File: src/rtl/placement_wirelength_eval.sv
// placement_wirelength_eval: walks the edge list after placement and reports
// the wirelength quality metrics (total cost, worst edge, edges over threshold).
// Each edge cost is |dx|+|dy|-1, computed at DW bits signed with wraparound.
// Optional build macro WL_UNPLACED_CHECK_EN: edges touching a node whose X or Y
// equals -1 (unplaced sentinel) are skipped and err_unplaced is raised (sticky).
module placement_wirelength_eval #(
    parameter int N_EDGE  = 43,
    parameter int DW      = 32,
    parameter int AW      = 32,
    parameter int MEM_LAT = 1
) (
    input  logic          clk,
    input  logic          reset,
    input  logic          start,
    input  logic [DW-1:0] thresh,
    output logic          busy,
    output logic          done,
    output logic          reE,
    output logic [AW-1:0] addrE,
    input  logic [DW-1:0] doutEA,
    input  logic [DW-1:0] doutEB,
    output logic          reP,
    output logic [AW-1:0] addrP,
    input  logic [DW-1:0] doutPX,
    input  logic [DW-1:0] doutPY,
    output logic [DW-1:0] total_cost,
    output logic [DW-1:0] max_cost,
    output logic [DW-1:0] over_cnt,
    output logic          err_unplaced
);

    typedef enum logic [3:0] {
        IDLE, CLR, RD_E, WT_E, RD_A, WT_A, RD_B, WT_B, CALC, ACC, FIN
    } state_t;

    localparam logic [31:0]          NE       = 32'(N_EDGE);
    localparam logic [1:0]           LAT_LAST = 2'(MEM_LAT - 1);
    localparam logic signed [DW-1:0] ONE      = DW'(1);

    state_t               state, state_n;
    logic [31:0]          idx;
    logic [1:0]           wcnt;
    logic                 wdone;
    logic signed [DW-1:0] thr;
    logic signed [DW-1:0] nb;
    logic signed [DW-1:0] ax, ay, bx, by;
    logic signed [DW-1:0] cost;
    logic signed [DW-1:0] tot_q, max_q, over_q;
    logic                 edge_bad;

    // Absolute difference with two's-complement wraparound (no saturation).
    function automatic logic signed [DW-1:0] abs_diff(input logic signed [DW-1:0] p,
                                                      input logic signed [DW-1:0] q);
        logic signed [DW-1:0] d;
        d = p - q;
        return d[DW-1] ? -d : d;
    endfunction

`ifdef WL_UNPLACED_CHECK_EN
    logic err_q;

    // A coordinate of all ones (-1) marks a node the placer never placed.
    function automatic logic is_unplaced(input logic signed [DW-1:0] x,
                                         input logic signed [DW-1:0] y);
        return (x == '1) || (y == '1);
    endfunction

    assign err_unplaced = err_q;
`else
    assign err_unplaced = 1'b0;
`endif

    assign wdone      = (wcnt == LAT_LAST);
    assign total_cost = tot_q;
    assign max_cost   = max_q;
    assign over_cnt   = over_q;

    // State register; reset aborts any walk in progress.
    always_ff @(posedge clk) begin
        if (reset) state <= IDLE;
        else       state <= state_n;
    end

    // Next-state sequencing and status outputs.
    always_comb begin
        state_n = state;
        busy    = (state != IDLE) && (state != FIN);
        done    = 1'b0;
        case (state)
            IDLE: if (start) state_n = CLR;
            CLR:  state_n = RD_E;
            RD_E: state_n = (idx == NE) ? FIN : WT_E;
            WT_E: if (wdone) state_n = RD_A;
            RD_A: state_n = WT_A;
            WT_A: if (wdone) state_n = RD_B;
            RD_B: state_n = WT_B;
            WT_B: if (wdone) state_n = CALC;
            CALC: state_n = ACC;
            ACC:  state_n = RD_E;
            FIN: begin
                done    = 1'b1;
                state_n = IDLE;
            end
            default: state_n = IDLE;
        endcase
    end

    // Memory request pulses, operand capture, cost evaluation and accumulation.
    // Read enables are raised one cycle ahead so they coincide with RD_* states.
    always_ff @(posedge clk) begin
        if (reset) begin
            reE    <= 1'b0;
            reP    <= 1'b0;
            addrE  <= '0;
            addrP  <= '0;
            tot_q  <= '0;
            max_q  <= '0;
            over_q <= '0;
            idx    <= '0;
            wcnt   <= '0;
`ifdef WL_UNPLACED_CHECK_EN
            err_q  <= 1'b0;
`endif
        end else begin
            reE  <= 1'b0;
            reP  <= 1'b0;
            wcnt <= '0;
            case (state)
                IDLE: if (start) begin
                    thr    <= thresh;
                    tot_q  <= '0;
                    max_q  <= '0;
                    over_q <= '0;
                    idx    <= '0;
`ifdef WL_UNPLACED_CHECK_EN
                    err_q  <= 1'b0;
`endif
                end
                CLR: if (NE != 32'd0) begin
                    reE   <= 1'b1;
                    addrE <= '0;
                end
                WT_E: if (wdone) begin
                    reP      <= 1'b1;
                    addrP    <= AW'(doutEA);
                    nb       <= doutEB;
                    edge_bad <= 1'b0;
                end else begin
                    wcnt <= wcnt + 2'd1;
                end
                WT_A: if (wdone) begin
                    ax    <= doutPX;
                    ay    <= doutPY;
                    reP   <= 1'b1;
                    addrP <= AW'(nb);
`ifdef WL_UNPLACED_CHECK_EN
                    if (is_unplaced(doutPX, doutPY)) begin
                        edge_bad <= 1'b1;
                        err_q    <= 1'b1;
                    end
`endif
                end else begin
                    wcnt <= wcnt + 2'd1;
                end
                WT_B: if (wdone) begin
                    bx <= doutPX;
                    by <= doutPY;
`ifdef WL_UNPLACED_CHECK_EN
                    if (is_unplaced(doutPX, doutPY)) begin
                        edge_bad <= 1'b1;
                        err_q    <= 1'b1;
                    end
`endif
                end else begin
                    wcnt <= wcnt + 2'd1;
                end
                CALC: cost <= abs_diff(ax, bx) + abs_diff(ay, by) - ONE;
                ACC: begin
                    if (!edge_bad) begin
                        tot_q <= tot_q + cost;
                        if (cost > max_q) max_q <= cost;
                        if (cost > thr)   over_q <= over_q + ONE;
                    end
                    idx <= idx + 32'd1;
                    if ((idx + 32'd1) != NE) begin
                        reE   <= 1'b1;
                        addrE <= AW'(idx + 32'd1);
                    end
                end
                default: ;
            endcase
        end
    end

endmodule

File: config.mk
export PLATFORM = sky130hd
export DESIGN_NAME = placement_wirelength_eval
export DESIGN_NICKNAME = d
export VERILOG_FILES = /design/src/rtl/placement_wirelength_eval.sv
export SDC_FILE = /design/constraint.sdc
export NUM_CORES = 1
export LEC_CHECK = 0
export BUFFER_PORTS_ARGS = -buffer_cell sky130_fd_sc_hd__buf_4
export CAP_MARGIN = 5
export CORE_MARGIN = 5
export CORE_UTILIZATION = 50
export CTS_CLUSTER_SIZE = 25
export DETAILED_ROUTE_END_ITERATION = 16
export PLACE_DENSITY = 0.7
export SETUP_SLACK_MARGIN = 0.3
export SLEW_MARGIN = 20
export SYNTH_ARGS = -nofsm -noshare
export SYNTH_HDL_FRONTEND = slang
export SYNTH_SLANG_ARGS = --single-unit
File: constraint.sdc
create_clock -name clk -period 9.9 [get_ports clk]
set_clock_uncertainty 0.15 [all_clocks]
set_input_delay 0 -clock clk [delete_from_list [all_inputs] [get_ports clk]]
set_output_delay 0 -clock clk [all_outputs]
set_load 0.01 [all_outputs]
==> flow_summary.json <==
{
  "status": "finished, final reports clean",
  "postCtsSetupBuffers": 0,
  "synth_edf_count": 224,
  "cts_sinks": 424,
  "mappedNetlistArea_um2": 25600,
  "cp.required_ns": 10.08,
  "htreeDepth": 2,
  "final-setup-viol-count": 0,
  "start_util_pct": 50.2,
  "drc": 0,
  "synthTopCellsByCount": "230 x nor2_1, 227 x inv_1, 224 x edfxtp_1, 224 x ha_1",
  "max_freq_mhz": 138,
  "synthCells": 2719,
  "grt_pass1_vias": 22100,
  "gr-total-overflow": 0,
  "cellPowerDensity_nw_per_um2": 121,
  "arrival_ns": 7.44,
  "crit_fanout": 11,
  "tightest_slew_ns": 1.10,
  "setup.worst_path.start_class": "register",
  "drv_slew": 0,
  "gp_congestion": 0.927,
  "drive_gt1_share_pct": 13.7,
  "core-area_um2": 51100,
  "post-route-period-util_pct": 73.4,
  "grt_usage_pct": 25.0,
  "cts_tree": "yes",
  "io_buffers": 326,
  "wire_per_inst_um": 18.3,
  "wirelength_um": 73300,
  "syn2layout_area_growth_pct": 29.9,
  "viasPerCell": 5.57,
  "yosysSeqAreaShare_pct": 41.9,
  "period_needed_ns": 7.26,
  "grt_max_degree": 113,
  "chipHeight_um": 236,
  "max_cap_viol_count": 0,
  "synth_top_cell_area_share_pct": 26.2,
  "ys_ff_latch": 424,
  "syn-num-nets": 3110,
  "power.total_uw": 4020,
  "die_w_um": 236,
  "dr_total_vias": 22300,
  "cts_buffer_depth": 3,
  "synthArstFlopShare_pct": 0,
  "ys.flop_type": "edfxtp_1",
  "synth_area_leaders": "edfxtp_1 26%, dfxtp_1 16%, ha_1 11%",
  "rsz0062_at_grt": "no",
  "clkTransAtPathRegs_ns": 0.06,
  "ir_worst_vdd_mv": 0.139,
  "grt_pass1_wl_um": 116000,
  "hold_ws_ns": 0.0153,
  "clk_latency_ns": 0.60,
  "synth_top_area_cell": "edfxtp_1",
  "endpoint_kind": "register",
  "finalHoldViolCount": 0,
  "drt_iter0_drc": 1367,
  "holdCritPathClass": "in -> reg",
  "ioPinCount": 328,
  "fin_nets": 3680,
  "rows": 83,
  "utilization_pct": 65.1,
  "firstDrtPassIters": 6,
  "tns_ns": 0,
  "yosysWarningCount": 0,
  "relSlewSlack_pct": 26.4,
  "ant_nets": 0,
  "antenna_found_initial": 6,
  "p_leak_uw": 0.0140,
  "synthMostInstantiatedCell": "nor2_1",
  "postSynthAreaPerCell_um2": 9.43,
  "dieArea_um2": 55900,
  "hpwlAfterDp_um": 50900,
  "synth_cell_types": 86,
  "path_class": "reg -> reg",
  "clockRootBuffer": "clkbuf_16",
  "cts_buffers": 47
}
-- stage by stage --
stage / setup slack [ns] / instances / instance area [µm²]
after floorplan: 3.44 / 2719 / 25600
after global placement: 2.74 / 3618 / 28600
after detailed placement: 2.67 / 3619 / 28700
after CTS: 2.60 / 4005 / 33200
after global routing: 2.06 / 4015 / 33300
final: 2.64 / 4015 / 33300
-- layout make-up --
type / count / area, µm²
clock buffers: 58 / 1270
flip-flops and latches: 424 / 10700
clock inverters: 30 / 314
repair buffers: 642 / 5600
inverters: 227 / 852
diodes: 7 / 17.5
well taps: 680 / 851
fillers: 3981 / 17800
multi-input cells: 1947 / 13700
-- cells in the final DEF, fill, tap and decap left out, types with 7 or more instances in the layout --
| master | instances |
|---|---|
| edfxtp_1 | 224 |
| a22oi_1 | 24 |
| inv_1 | 227 |
| mux2i_1 | 36 |
| a31oi_1 | 21 |
| a21o_1 | 88 |
| nor2_1 | 225 |
| and4_1 | 12 |
| nor2b_1 | 18 |
| buf_4 | 339 |
| or3_1 | 20 |
| o41ai_1 | 36 |
| o21a_1 | 21 |
| or4_1 | 7 |
| nand4_1 | 38 |
| o21bai_1 | 14 |
| o21ai_0 | 101 |
| clkinv_2 | 9 |
| nor4_1 | 15 |
| diode_2 | 7 |
| nand4b_1 | 33 |
| dfxtp_1 | 200 |
| a211oi_1 | 45 |
| dlygate4sd3_1 | 301 |
| a21oi_1 | 200 |
| nor4b_1 | 7 |
| and2_1 | 13 |
| o31ai_1 | 15 |
| ha_1 | 224 |
| xor2_1 | 112 |
| xnor2_1 | 122 |
| nand3_1 | 85 |
| or2_2 | 9 |
| nor3_1 | 49 |
| and3_1 | 26 |
| nand2_1 | 180 |
| nand2b_1 | 24 |
| nand3b_1 | 7 |
| clkbuf_16 | 49 |
| clkbuf_1 | 8 |
-- worst max-delay path, stage by stage (launching register included) --
cell      delay, ns
edfxtp_1       0.42
ha_1           0.31
nor2b_1        0.14
o31a_1         0.29
o211a_1        0.30
nor4b_4        0.33
nor3_2         0.13
a211o_1        0.31
a21o_1         0.19
a21o_1         0.20
xor2_1         0.68
nor2_1         0.13
xor2_1         0.18
ha_1           0.34
inv_1          0.05
ha_1           0.29
a21o_1         0.18
a21oi_1        0.21
o21bai_1       0.09
a21oi_1        0.26
o31ai_1        0.20
nor3b_1        0.19
o41a_1         0.37
a211oi_1       0.30
nor4b_1        0.13
a311o_1        0.37
a21oi_1        0.18
xnor2_1        0.09
-- sequential cells by signal, summed over array words and instances (netlist names) --
signal and flops:
total_cost 32, by 32, max_cost 32, addrE 32, state 4, ay 32, ax 32, cost 32
over_cnt 32, addrP 32, nb 32, idx 32, wcnt 2, bx 32, reE 1, reP 1
thr 32
-- kinds of logic (layout without fill, tap and decap cells) --
logic type | count (synthesis) | in the layout | share of synthesized area (%)
buffers and inverters | 348 | 957 | 5.15
and+or+nand+nor | 802 | 802 | 15.8
adders and majority gates | 228 | 228 | 11.2
xor gates and xnor gates | 235 | 235 | 8.06
AOI/OAI and AO/OA | 644 | 644 | 16.4
other | 1 | 8 | 0.0146
DFF | 424 | 424 | 41.9
muxes | 37 | 37 | 1.45
-- worst paths after layout --
path	cells past startpoint	start	slack, ns	end
max	27	ax[1]	2.64	cost[30]
min reg2reg	1	wcnt[0]	0.28	wcnt[0]
min	2	doutEB[24]	0.02	nb[24]
max reg2reg	27	ax[1]	2.64	cost[30]
-- layer usage --
metal,GRT usage (%),wire length (µm)
met1,31.2,30800
met2,43.9,36200
met3,3.54,3230
met4,9.69,3050
met5,0,0
-- power breakdown --
part           switching, µW  internal [µW]  leakage (µW)
clock network            762           1030      0.000761
registers               10.8           1870       0.00363
logic                    161            184       0.00957
total                    935           3080        0.0140
-- what timing repair did --
action,CTS,global route
resized for setup,0,0
hold endpoints to repair,270,5
hold buffers,298,3
(Power assumes the default switching activity.)
